## config.mk

```make
export PLATFORM = sky130hd
export DESIGN_NAME = sd_spi_responder_flat
export DESIGN_NICKNAME = d
export VERILOG_FILES = /design/src/rtl/sd_spi_responder_if.sv /design/src/rtl/sd_spi_responder.sv /design/src/flat_wrapper.sv
export SDC_FILE = /design/constraint.sdc
export NUM_CORES = 1
export LEC_CHECK = 0
export CORE_UTILIZATION = 35
export CTS_BUF_LIST = sky130_fd_sc_hd__clkbuf_4 sky130_fd_sc_hd__clkbuf_8 sky130_fd_sc_hd__clkbuf_16
export CTS_CLUSTER_DIAMETER = 40
export CTS_CLUSTER_SIZE = 14
export DETAILED_ROUTE_END_ITERATION = 10
export HOLD_SLACK_MARGIN = 0.02
export SLEW_MARGIN = 20
export SYNTH_ARGS = -nofsm -noshare
export SYNTH_HDL_FRONTEND = slang
export SYNTH_SLANG_ARGS = --single-unit
```

## constraint.sdc

```tcl
create_clock -name clk -period 2.2 [get_ports clk]
set_input_delay 0.33 -clock clk [delete_from_list [all_inputs] [get_ports clk]]
set_output_delay 0.33 -clock clk [all_outputs]
set_load 0.01 [all_outputs]
```

## src/rtl/sd_spi_responder_if.sv

```systemverilog
// SPI link and block-RAM port bundle for the SD-card responder.
interface sd_spi_responder_if #(
    parameter int ADDR_W = 19
);
    logic              sclk;
    logic              cs;
    logic              mosi;
    logic              miso;
    logic [ADDR_W-1:0] mem_addr;
    logic              mem_rd_en;
    logic [7:0]        mem_rd_data;
    logic              mem_wr_en;
    logic [7:0]        mem_wr_data;
    logic              card_idle;
    logic              cmd_valid;
    logic [5:0]        cmd_idx;

    modport slave (
        input  sclk, cs, mosi, mem_rd_data,
        output miso, mem_addr, mem_rd_en, mem_wr_en, mem_wr_data,
        output card_idle, cmd_valid, cmd_idx
    );

    modport master (
        output sclk, cs, mosi, mem_rd_data,
        input  miso, mem_addr, mem_rd_en, mem_wr_en, mem_wr_data,
        input  card_idle, cmd_valid, cmd_idx
    );
endinterface

```

## src/rtl/sd_spi_responder.sv

```systemverilog
// SPI-mode SD-card emulator: init, CMD17 block read, CMD24 block write against a byte RAM.
// Optional SD_RESP_CRC_CHECK_EN: verify command CRC7 and reject frames that fail it.
module sd_spi_responder #(
    parameter int NUM_BLOCKS   = 1024,
    parameter int ADDR_W       = 19,
    parameter int INIT_RETRIES = 2,
    parameter int NAC_BYTES    = 3,
    parameter int BUSY_BYTES   = 4
) (
    input  logic clk,
    input  logic rst_n,
    sd_spi_responder_if.slave bus
);
    localparam int BLK_W = ADDR_W - 9;
    localparam int ATT_W = $clog2(INIT_RETRIES + 2);

    typedef enum logic [3:0] {
        ST_HUNT, ST_CMD_RX, ST_NCR, ST_RESP,
        ST_RD_NAC, ST_RD_TOKEN, ST_RD_DATA, ST_RD_CRC,
        ST_WR_TOKEN, ST_WR_DATA, ST_WR_CRC, ST_WR_RESP, ST_WR_BUSY
    } state_t;

    typedef enum logic [1:0] {ACT_NONE, ACT_RD, ACT_WR} act_t;

    logic [2:0] sclk_s;
    logic [1:0] cs_s, mosi_s;
    logic       sclk_rise, sclk_fall, cs_hi, mosi_b;

    logic [2:0] bit_cnt;
    logic [6:0] rx_sr;
    logic [7:0] tx_sr, rx_byte, tx_nxt;
    logic       byte_done;

    state_t     state, state_nxt;
    logic [7:0] cnt, cnt_nxt;
    logic [8:0] off, off_nxt, rd_off;
    logic       frame_done, cmd_shift, ext_shift, rd_req, wr_req;

    logic [37:0]      cmd_sr;
    logic [7:0]       r1_q;
    logic [31:0]      ext_q;
    logic             has_ext_q;
    act_t             act_q;
    logic [BLK_W-1:0] blk_q;
    logic             card_idle_q, app_q;
    logic [ATT_W-1:0] att_q;

    logic [ADDR_W-1:0] mem_addr_q;
    logic              mem_rd_en_q, mem_wr_en_q, rd_pend;
    logic [7:0]        mem_wr_data_q, rd_buf;
    logic              cmd_valid_q;
    logic [5:0]        cmd_idx_q;

    logic [5:0]  d_idx;
    logic [31:0] d_arg, d_ext;
    logic [7:0]  d_r1;
    logic        d_has_ext, d_app, d_idle_set, d_idle_clr, d_att_inc, d_att_clr;
    act_t        d_act;

    // ---------------- synchronisers and bit engine ----------------
    always_ff @(posedge clk or negedge rst_n) begin
        if (!rst_n) begin
            sclk_s <= 3'b000;
            cs_s   <= 2'b11;
            mosi_s <= 2'b11;
        end else begin
            sclk_s <= {sclk_s[1:0], bus.sclk};
            cs_s   <= {cs_s[0], bus.cs};
            mosi_s <= {mosi_s[0], bus.mosi};
        end
    end

    assign sclk_rise = sclk_s[1] & ~sclk_s[2];
    assign sclk_fall = ~sclk_s[1] & sclk_s[2];
    assign cs_hi     = cs_s[1];
    assign mosi_b    = mosi_s[1];
    assign rx_byte   = {rx_sr, mosi_b};
    assign byte_done = sclk_rise && (bit_cnt == 3'd7) && !cs_hi;

    // The fall right after a byte load must not shift: bit_cnt==0 marks it.
    always_ff @(posedge clk or negedge rst_n) begin
        if (!rst_n) begin
            bit_cnt <= 3'd0;
            rx_sr   <= 7'd0;
            tx_sr   <= 8'hFF;
        end else if (cs_hi) begin
            bit_cnt <= 3'd0;
            tx_sr   <= 8'hFF;
        end else begin
            if (sclk_rise) begin
                rx_sr   <= rx_byte[6:0];
                bit_cnt <= bit_cnt + 3'd1;
            end
            if (byte_done)
                tx_sr <= tx_nxt;
            else if (sclk_fall && bit_cnt != 3'd0)
                tx_sr <= {tx_sr[6:0], 1'b1};
        end
    end

    // ---------------- byte-level FSM ----------------
    always_ff @(posedge clk or negedge rst_n) begin
        if (!rst_n) begin
            state <= ST_HUNT;
            cnt   <= 8'd0;
            off   <= 9'd0;
        end else begin
            state <= state_nxt;
            cnt   <= cnt_nxt;
            off   <= off_nxt;
        end
    end

    // Each decision picks the byte to shift out after the one just completed.
    always_comb begin
        state_nxt  = state;
        cnt_nxt    = cnt;
        off_nxt    = off;
        tx_nxt     = 8'hFF;
        frame_done = 1'b0;
        cmd_shift  = 1'b0;
        ext_shift  = 1'b0;
        rd_req     = 1'b0;
        rd_off     = off;
        wr_req     = 1'b0;
        if (cs_hi) begin
            state_nxt = ST_HUNT;
            cnt_nxt   = 8'd0;
            off_nxt   = 9'd0;
        end else if (byte_done) begin
            case (state)
                ST_HUNT: if (rx_byte[7:6] == 2'b01) begin
                    cmd_shift = 1'b1;
                    state_nxt = ST_CMD_RX;
                    cnt_nxt   = 8'd1;
                end
                ST_CMD_RX: if (cnt == 8'd5) begin
                    frame_done = 1'b1;
                    state_nxt  = ST_NCR;
                    cnt_nxt    = 8'd0;
                end else begin
                    cmd_shift = 1'b1;
                    cnt_nxt   = cnt + 8'd1;
                end
                ST_NCR: begin
                    state_nxt = ST_RESP;
                    tx_nxt    = r1_q;
                    cnt_nxt   = 8'd0;
                end
                ST_RESP: if (has_ext_q && cnt != 8'd4) begin
                    tx_nxt    = ext_q[31:24];
                    ext_shift = 1'b1;
                    cnt_nxt   = cnt + 8'd1;
                end else begin
                    cnt_nxt = 8'd0;
                    case (act_q)
                        ACT_RD:  state_nxt = ST_RD_NAC;
                        ACT_WR:  state_nxt = ST_WR_TOKEN;
                        default: state_nxt = ST_HUNT;
                    endcase
                end
                ST_RD_NAC: if (cnt == 8'(NAC_BYTES - 1)) begin
                    state_nxt = ST_RD_TOKEN;
                    tx_nxt    = 8'hFE;
                    cnt_nxt   = 8'd0;
                    off_nxt   = 9'd0;
                    rd_req    = 1'b1;
                    rd_off    = 9'd0;
                end else begin
                    cnt_nxt = cnt + 8'd1;
                end
                ST_RD_TOKEN: begin
                    state_nxt = ST_RD_DATA;
                    tx_nxt    = rd_buf;
                    rd_req    = 1'b1;
                    rd_off    = 9'd1;
                end
                ST_RD_DATA: if (off == 9'd511) begin
                    state_nxt = ST_RD_CRC;
                    off_nxt   = 9'd0;
                    cnt_nxt   = 8'd0;
                end else begin
                    off_nxt = off + 9'd1;
                    tx_nxt  = rd_buf;
                    rd_req  = (off != 9'd510);
                    rd_off  = off + 9'd2;
                end
                ST_RD_CRC: if (cnt == 8'd1) begin
                    state_nxt = ST_HUNT;
                    cnt_nxt   = 8'd0;
                end else begin
                    cnt_nxt = cnt + 8'd1;
                end
                ST_WR_TOKEN: if (rx_byte == 8'hFE) begin
                    state_nxt = ST_WR_DATA;
                    off_nxt   = 9'd0;
                end
                ST_WR_DATA: begin
                    wr_req = 1'b1;
                    if (off == 9'd511) begin
                        state_nxt = ST_WR_CRC;
                        off_nxt   = 9'd0;
                        cnt_nxt   = 8'd0;
                    end else begin
                        off_nxt = off + 9'd1;
                    end
                end
                ST_WR_CRC: if (cnt == 8'd1) begin
                    state_nxt = ST_WR_RESP;
                    tx_nxt    = 8'h05;
                    cnt_nxt   = 8'd0;
                end else begin
                    cnt_nxt = cnt + 8'd1;
                end
                ST_WR_RESP: begin
                    state_nxt = ST_WR_BUSY;
                    tx_nxt    = 8'h00;
                    cnt_nxt   = 8'd0;
                end
                ST_WR_BUSY: if (cnt == 8'(BUSY_BYTES - 1)) begin
                    state_nxt = ST_HUNT;
                    cnt_nxt   = 8'd0;
                end else begin
                    tx_nxt  = 8'h00;
                    cnt_nxt = cnt + 8'd1;
                end
                default: state_nxt = ST_HUNT;
            endcase
        end
    end

    // ---------------- command decode ----------------
`ifdef SD_RESP_CRC_CHECK_EN
    function automatic logic [6:0] crc7(input logic [39:0] d);
        logic [6:0] c;
        logic       fb;
        c = 7'd0;
        for (int i = 39; i >= 0; i--) begin
            fb = d[i] ^ c[6];
            c  = {c[5:0], 1'b0};
            if (fb) c = c ^ 7'h09;
        end
        return c;
    endfunction
`endif

    assign d_idx = cmd_sr[37:32];
    assign d_arg = cmd_sr[31:0];

    always_comb begin
        d_r1       = {7'd0, card_idle_q} | 8'h04;
        d_ext      = 32'h0;
        d_has_ext  = 1'b0;
        d_act      = ACT_NONE;
        d_app      = 1'b0;
        d_idle_set = 1'b0;
        d_idle_clr = 1'b0;
        d_att_inc  = 1'b0;
        d_att_clr  = 1'b0;
`ifdef SD_RESP_CRC_CHECK_EN
        if (crc7({2'b01, cmd_sr}) != rx_byte[7:1])
            d_r1 = {7'd0, card_idle_q} | 8'h08;
        else
`endif
        if (app_q && d_idx == 6'd41) begin
            if (att_q < ATT_W'(INIT_RETRIES)) begin
                d_r1      = 8'h01;
                d_att_inc = 1'b1;
            end else begin
                d_r1       = 8'h00;
                d_idle_clr = 1'b1;
            end
        end else begin
            case (d_idx)
                6'd0: begin
                    d_r1       = 8'h01;
                    d_idle_set = 1'b1;
                    d_att_clr  = 1'b1;
                end
                6'd8: begin
                    d_r1      = {7'd0, card_idle_q};
                    d_has_ext = 1'b1;
                    d_ext     = {24'h000001, d_arg[7:0]};
                end
                6'd58: begin
                    d_r1      = {7'd0, card_idle_q};
                    d_has_ext = 1'b1;
                    d_ext     = 32'hC0FF_8000;
                end
                6'd55: begin
                    d_r1  = {7'd0, card_idle_q};
                    d_app = 1'b1;
                end
                6'd17, 6'd24: begin
                    if (card_idle_q)
                        d_r1 = 8'h05;
                    else if (d_arg >= 32'(NUM_BLOCKS))
                        d_r1 = 8'h40;
                    else begin
                        d_r1  = 8'h00;
                        d_act = (d_idx == 6'd17) ? ACT_RD : ACT_WR;
                    end
                end
                default: ;
            endcase
        end
    end

    // ---------------- datapath registers ----------------
    always_ff @(posedge clk or negedge rst_n) begin
        if (!rst_n) begin
            cmd_sr        <= '0;
            r1_q          <= 8'hFF;
            ext_q         <= 32'h0;
            has_ext_q     <= 1'b0;
            act_q         <= ACT_NONE;
            blk_q         <= '0;
            card_idle_q   <= 1'b1;
            app_q         <= 1'b0;
            att_q         <= '0;
            mem_addr_q    <= '0;
            mem_rd_en_q   <= 1'b0;
            mem_wr_en_q   <= 1'b0;
            mem_wr_data_q <= 8'h00;
            rd_pend       <= 1'b0;
            rd_buf        <= 8'h00;
            cmd_valid_q   <= 1'b0;
            cmd_idx_q     <= 6'd0;
        end else begin
            if (cmd_shift)
                cmd_sr <= {cmd_sr[29:0], rx_byte};
            if (frame_done) begin
                cmd_idx_q <= d_idx;
                r1_q      <= d_r1;
                ext_q     <= d_ext;
                has_ext_q <= d_has_ext;
                act_q     <= d_act;
                app_q     <= d_app;
                blk_q     <= d_arg[BLK_W-1:0];
                if (d_idle_set)      card_idle_q <= 1'b1;
                else if (d_idle_clr) card_idle_q <= 1'b0;
                if (d_att_clr)       att_q <= '0;
                else if (d_att_inc)  att_q <= att_q + ATT_W'(1);
            end else if (ext_shift) begin
                ext_q <= {ext_q[23:0], 8'h00};
            end
            cmd_valid_q <= frame_done;
            mem_rd_en_q <= rd_req;
            mem_wr_en_q <= wr_req;
            if (rd_req)
                mem_addr_q <= {blk_q, rd_off};
            else if (wr_req) begin
                mem_addr_q    <= {blk_q, off};
                mem_wr_data_q <= rx_byte;
            end
            // RAM answers one clk after the strobe is seen
            rd_pend <= mem_rd_en_q;
            if (rd_pend)
                rd_buf <= bus.mem_rd_data;
        end
    end

    assign bus.miso        = tx_sr[7];
    assign bus.mem_addr    = mem_addr_q;
    assign bus.mem_rd_en   = mem_rd_en_q;
    assign bus.mem_wr_en   = mem_wr_en_q;
    assign bus.mem_wr_data = mem_wr_data_q;
    assign bus.card_idle   = card_idle_q;
    assign bus.cmd_valid   = cmd_valid_q;
    assign bus.cmd_idx     = cmd_idx_q;
endmodule
```

## src/flat_wrapper.sv

```systemverilog
// flat-port wrapper written by rule: the top's interface ports become plain ports
module sd_spi_responder_flat 
#(
    parameter int NUM_BLOCKS   = 1024,
    parameter int ADDR_W       = 19,
    parameter int INIT_RETRIES = 2,
    parameter int NAC_BYTES    = 3,
    parameter int BUSY_BYTES   = 4
)
  (clk, rst_n, bus_sclk, bus_cs, bus_mosi, bus_mem_rd_data, bus_miso, bus_mem_addr, bus_mem_rd_en, bus_mem_wr_en, bus_mem_wr_data, bus_card_idle, bus_cmd_valid, bus_cmd_idx);
  sd_spi_responder_if #(.ADDR_W(ADDR_W)) bus_i ();
  input  logic clk;
  input  logic rst_n;
  input wire logic [$bits(bus_i.sclk)-1:0] bus_sclk;
  input wire logic [$bits(bus_i.cs)-1:0] bus_cs;
  input wire logic [$bits(bus_i.mosi)-1:0] bus_mosi;
  input wire logic [$bits(bus_i.mem_rd_data)-1:0] bus_mem_rd_data;
  output wire logic [$bits(bus_i.miso)-1:0] bus_miso;
  output wire logic [$bits(bus_i.mem_addr)-1:0] bus_mem_addr;
  output wire logic [$bits(bus_i.mem_rd_en)-1:0] bus_mem_rd_en;
  output wire logic [$bits(bus_i.mem_wr_en)-1:0] bus_mem_wr_en;
  output wire logic [$bits(bus_i.mem_wr_data)-1:0] bus_mem_wr_data;
  output wire logic [$bits(bus_i.card_idle)-1:0] bus_card_idle;
  output wire logic [$bits(bus_i.cmd_valid)-1:0] bus_cmd_valid;
  output wire logic [$bits(bus_i.cmd_idx)-1:0] bus_cmd_idx;
  assign bus_i.sclk = bus_sclk;
  assign bus_i.cs = bus_cs;
  assign bus_i.mosi = bus_mosi;
  assign bus_i.mem_rd_data = bus_mem_rd_data;
  assign bus_miso = bus_i.miso;
  assign bus_mem_addr = bus_i.mem_addr;
  assign bus_mem_rd_en = bus_i.mem_rd_en;
  assign bus_mem_wr_en = bus_i.mem_wr_en;
  assign bus_mem_wr_data = bus_i.mem_wr_data;
  assign bus_card_idle = bus_i.card_idle;
  assign bus_cmd_valid = bus_i.cmd_valid;
  assign bus_cmd_idx = bus_i.cmd_idx;
  sd_spi_responder #(.NUM_BLOCKS(NUM_BLOCKS), .ADDR_W(ADDR_W), .INIT_RETRIES(INIT_RETRIES), .NAC_BYTES(NAC_BYTES), .BUSY_BYTES(BUSY_BYTES)) u_core (.clk(clk), .rst_n(rst_n), .bus(bus_i));
endmodule
```

==> impl_summary.md <==
Setup path
The critical path endpoint category is a flop. The startpoint type of the worst setup path is a flop. For the worst setup path, the data arrival time is 2.52 ns.

Traced cell by cell, the critical path runs through ha_2 > nand3_2 > nor2_1 > ha_2 > o311ai_2 > nand4b_1 > nand3b_1 > nand3b_1 > o221a_2. The type of the worst setup path is flop to flop. STA puts the critical path data required time at 2.56 ns. Together, buffers and inverters on the worst path number 0. The gate family responsible for the most delay along the worst path is simple AND/OR/NAND/NOR gates. The largest fanout of any net on the critical path is 5. On the worst path, the slowest cell contributes a delay of 0.38 ns. The slowest stage of the critical path belongs to the cell sky130_fd_sc_hd__dfrtp_1.

Final layout
The final layout net count is 963. The repair_antennas step left the layout with diodes totalling 0. Of the cells placed in the final design, the portion with a size suffix greater than 1 is 27.4%. Relative to the synthesized area, the layout overhead comes to 27.8%.

Logic synthesis
The mean instance size in the synthesized netlist is 10.3 µm². Yosys mapped the design onto 71 distinct sky130hd cell types. The proportion of netlist area held by the largest area contributor is 48.6%. The biggest area contributor in the post-synthesis netlist is sky130_fd_sc_hd__dfrtp_1. The share of flip-flops with an asynchronous set or reset is 100%.

The number of enable flip-flop cells after synthesis is 0. Yosys printed 0 warnings. Counting flops and latches in the post-synthesis netlist gives 182. Sequential elements use 53.8% of the synthesized area.

The total nets after synthesis is 847. By area the synthesized netlist is led by sky130_fd_sc_hd__dfrtp_1, sky130_fd_sc_hd__mux2_2, sky130_fd_sc_hd__nand2_1. The cell area that synthesis handed to floorplanning was 8500 µm². Among all flip-flop cells after synthesis, the most frequent one is sky130_fd_sc_hd__dfrtp_1. Synthesis produced a netlist whose cell count is 823.

Clocking
The clock transition at the registers of the reported paths is 0.07 ns. The root buffer cell is sky130_fd_sc_hd__clkbuf_16. Clock tree synthesis found a total of 182 sinks.

The total clock buffers created by CTS is 17. TritonCTS built the clock tree. No sink is reached through more buffers than the 2 on the longest clock path. The depth of the CTS H-tree is 4.

The latest clock arrival within the worst-skew pair is 0.43 ns.

STA
The post-route minimum period is 2.16 ns. The final worst-path cycle share is 98.1%. Setup violations remaining at the end of the flow were counted as 0.

The number of max-slew violations in the final report is 0. The post-route setup TNS is 0 ns. At the pin with the least slew margin, the transition time is 0.473 ns. The worst clock skew on the final layout is 0.0104 ns.

Setup repair after global routing could not meet its margin everywhere. The final hold violation count is 0. The relative slew slack is 68.5%. The maximum clock frequency is 0.463 GHz.

Routing
The DRC marker count from the first detailed-route iteration is 309. The mean routed wirelength per cell is 16.4 µm. Using the TritonRoute via totals, the vias-per-cell ratio works out to 5.12. Across all layers, the routed design uses 6506 vias.

The count of nets left with antenna violations after detail routing is 0. The number of remaining DRC errors is 0. The total detailed-routing wirelength is 20.8 mm.

The first detailed-routing pass took 5 iterations.

Flow run
The tool flagged a number of max-cap violations equal to 0.

Floorplanning
The die span in y is 158 µm. The total area inside the core boundary comes to 23600 µm². The overall die width is 158 µm.

The total die area is 24900 µm². After floorplanning, the core was divided into 56 placement rows. In this run the count of I/O pins placed on the die edge is 51. The initial standard-cell utilization of the core is 36.0%.

Placed design
The count of input and output buffers is 50. The final RePlAce weighted congestion is 0.832. Summed over all nets, the half-perimeter wirelength after detailed placement is 14.2 mm.

Pwr
Power spread over the standard cell area amounts to 617 nW/µm². The analysis attributes to cell leakage a power of 5.08 nW. The maximum vdd ir drop is 0.502 mV. The post-layout total power is 6.70 mW.

Global routing
Entering global routing, the biggest net connects 54 pins. The number of antenna violations at the first check in global routing is 0. The global router's overall resource usage is 17.3%. The via count of the first global-routing pass is 6435. The final global-route overflow total is 0. The first global-routing pass estimated 33.4 mm of wire.

Min path
The path category of the worst min-delay check is input port to flop.

Run status
The flow ran to the end, and the final reports show no timing, DRC or antenna violations.
==> metal layers <==
| metal | GRT usage (%) | vias to the layer above | part of all wire, % |
|---|---|---|---|
| li1 | - | 3158 | - |
| met1 | 23.5 | 3257 | 47 |
| met2 | 28.2 | 73 | 49 |
| met3 | 3.31 | 18 | 2.7 |
| met4 | 4.21 | 0 | 1.2 |
| met5 | 0 | - | 0 |
==> layout by cell type (no fill, tap or decap), types with 4 or more instances in the layout <==
master | Yosys | layout
sky130_fd_sc_hd__dfstp_2 | 17 | 17
sky130_fd_sc_hd__nand2_1 | 152 | 152
sky130_fd_sc_hd__a211o_1 | 6 | 6
sky130_fd_sc_hd__nor4_1 | 16 | 13
sky130_fd_sc_hd__nor2b_1 | 7 | 7
sky130_fd_sc_hd__o21ai_0 | 42 | 41
sky130_fd_sc_hd__inv_6 | 0 | 5
sky130_fd_sc_hd__nor3_1 | 7 | 5
sky130_fd_sc_hd__clkbuf_16 | 0 | 20
sky130_fd_sc_hd__o221a_2 | 5 | 5
sky130_fd_sc_hd__and3_1 | 5 | 5
sky130_fd_sc_hd__nand3_1 | 32 | 27
sky130_fd_sc_hd__nand3b_1 | 4 | 4
sky130_fd_sc_hd__dfrtp_1 | 165 | 164
sky130_fd_sc_hd__buf_4 | 3 | 74
sky130_fd_sc_hd__mux2_2 | 66 | 66
sky130_fd_sc_hd__nor2_1 | 57 | 54
sky130_fd_sc_hd__nand4_1 | 12 | 12
sky130_fd_sc_hd__a21o_1 | 7 | 7
sky130_fd_sc_hd__ha_2 | 0 | 4
sky130_fd_sc_hd__a22o_1 | 13 | 13
sky130_fd_sc_hd__o22ai_1 | 5 | 5
sky130_fd_sc_hd__and2_1 | 7 | 6
sky130_fd_sc_hd__a21oi_1 | 37 | 37
sky130_fd_sc_hd__nand2b_1 | 8 | 8
sky130_fd_sc_hd__ha_1 | 11 | 6
sky130_fd_sc_hd__o221ai_1 | 7 | 5
sky130_fd_sc_hd__buf_12 | 0 | 11
sky130_fd_sc_hd__mux2i_1 | 5 | 5
sky130_fd_sc_hd__clkdlybuf4s50_1 | 0 | 49
sky130_fd_sc_hd__inv_1 | 23 | 20
sky130_fd_sc_hd__nand3_2 | 0 | 5
==> cell families (layout without fill, tap and decap cells) <==
group | count (synthesis) | count (layout) | share of synthesized area, %
flip-flops | 182 | 182 | 53.8
XOR/XNOR | 2 | 2 | 0.206
AO/OA/AOI/OAI | 156 | 156 | 12.6
buffers and inverters | 67 | 196 | 3.40
adder cells (fa/ha/maj) | 12 | 12 | 1.74
AND/OR/NAND/NOR | 333 | 333 | 18.9
multiplexers | 71 | 71 | 9.33
==> cells in the mapped netlist, drive strengths merged (6+ instances only) <==
| cell type | number |
|---|---|
| dfrtp | 165 |
| nand2 | 153 |
| mux2 | 66 |
| nor2 | 57 |
| o21ai | 44 |
| a21oi | 37 |
| nand3 | 32 |
| inv | 23 |
| buf | 22 |
| clkbuf | 22 |
| dfstp | 17 |
| nor4 | 16 |
| a22o | 13 |
| nand4 | 12 |
| ha | 11 |
| nor3 | 10 |
| nand2b | 8 |
| a21o | 7 |
| and2 | 7 |
| nor2b | 7 |
| o221ai | 7 |
| a211o | 6 |
==> power breakdown <==
part,internal [mW],total [mW],switching [mW]
clock network,1.56,2.97,1.40
logic,0.104,0.238,0.134
registers,3.41,3.50,0.0833
total,5.08,6.70,1.62
==> worst register-to-register path: stages, from the launching register on <==
cell and delay (ns):
sky130_fd_sc_hd__dfrtp_1 0.38, sky130_fd_sc_hd__ha_2 0.20, sky130_fd_sc_hd__nand3_2 0.06, sky130_fd_sc_hd__nor2_1 0.04
sky130_fd_sc_hd__ha_2 0.20, sky130_fd_sc_hd__o311ai_2 0.27, sky130_fd_sc_hd__nand4b_1 0.18, sky130_fd_sc_hd__nand3b_1 0.22
sky130_fd_sc_hd__nand3b_1 0.25, sky130_fd_sc_hd__o221a_2 0.28
==> sequential cells by signal (all words and copies together) (netlist names), 3 cells and up <==
signal and flops:
u_core.off 9, u_core.bus.mem_wr_data 8, u_core.bus.cmd_idx 6, u_core.rd_buf 8
u_core.sclk_s 3, u_core.ext_q 32, u_core.rx_sr 7, u_core.bit_cnt 3
u_core.cnt 8, u_core.bus.mem_addr 19, u_core.cmd_sr 38, u_core.r1_q 4
u_core.state 4, u_core.blk_q 10, u_core.tx_sr 8
==> through the flow <==
step / worst slack (ns) / area (µm²) / utilization, % / hold WS (ns) / cells
after global placement: 0.0231 / 9970 / 42.2 / 0.322 / 1229
after detailed placement: -0.00866 / 9970 / 42.2 / 0.324 / 1229
after global routing: -0.0771 / 10900 / 46.0 / 0.291 / 1271
after floorplan: -0.0562 / 8520 / - / 0.0344 / 823
final: 0.0413 / 10900 / 46.0 / 0.303 / 1271
after CTS: 0.00884 / 10600 / 44.7 / 0.291 / 1263
==> final cells by class <==
cell class / count / area [µm²]
timing repair buffer: 141 / 1390
sequential: 182 / 4580
multi-input combinational: 574 / 3840
fill: 2219 / 12700
tap: 319 / 399
clock inverter: 12 / 108
clock buffer: 20 / 460
inverter: 23 / 86.3
==> timing repair <==
action,in CTS,in global routing
endpoints found under the hold margin,46,0
gates cloned,0,4
buffers inserted,1,4
endpoints found under the setup margin,7,86
hold buffers,1,0
resized for setup,3,37
pin swaps,1,15
==> worst paths after layout <==
| kind | from | endpoint | slack [ns] | depth (start not counted) |
|---|---|---|---|---|
| setup / recovery | u_core.off[0] | u_core.tx_sr[7] | 0.04 | 9 |
| hold / removal | bus_mosi | u_core.mosi_s[0] | 0.30 | 1 |
| setup reg to reg | u_core.off[0] | u_core.tx_sr[7] | 0.04 | 9 |
| hold reg to reg | u_core.mosi_s[0] | u_core.mosi_s[1] | 0.36 | 0 |
| max in group asynchronous | rst_n | u_core.cs_s[1] | 1.08 | 3 |
| min in group asynchronous | rst_n | u_core.rd_buf[3] | 0.43 | 2 |
No activity file was read; power rests on OpenSTA's default activity.
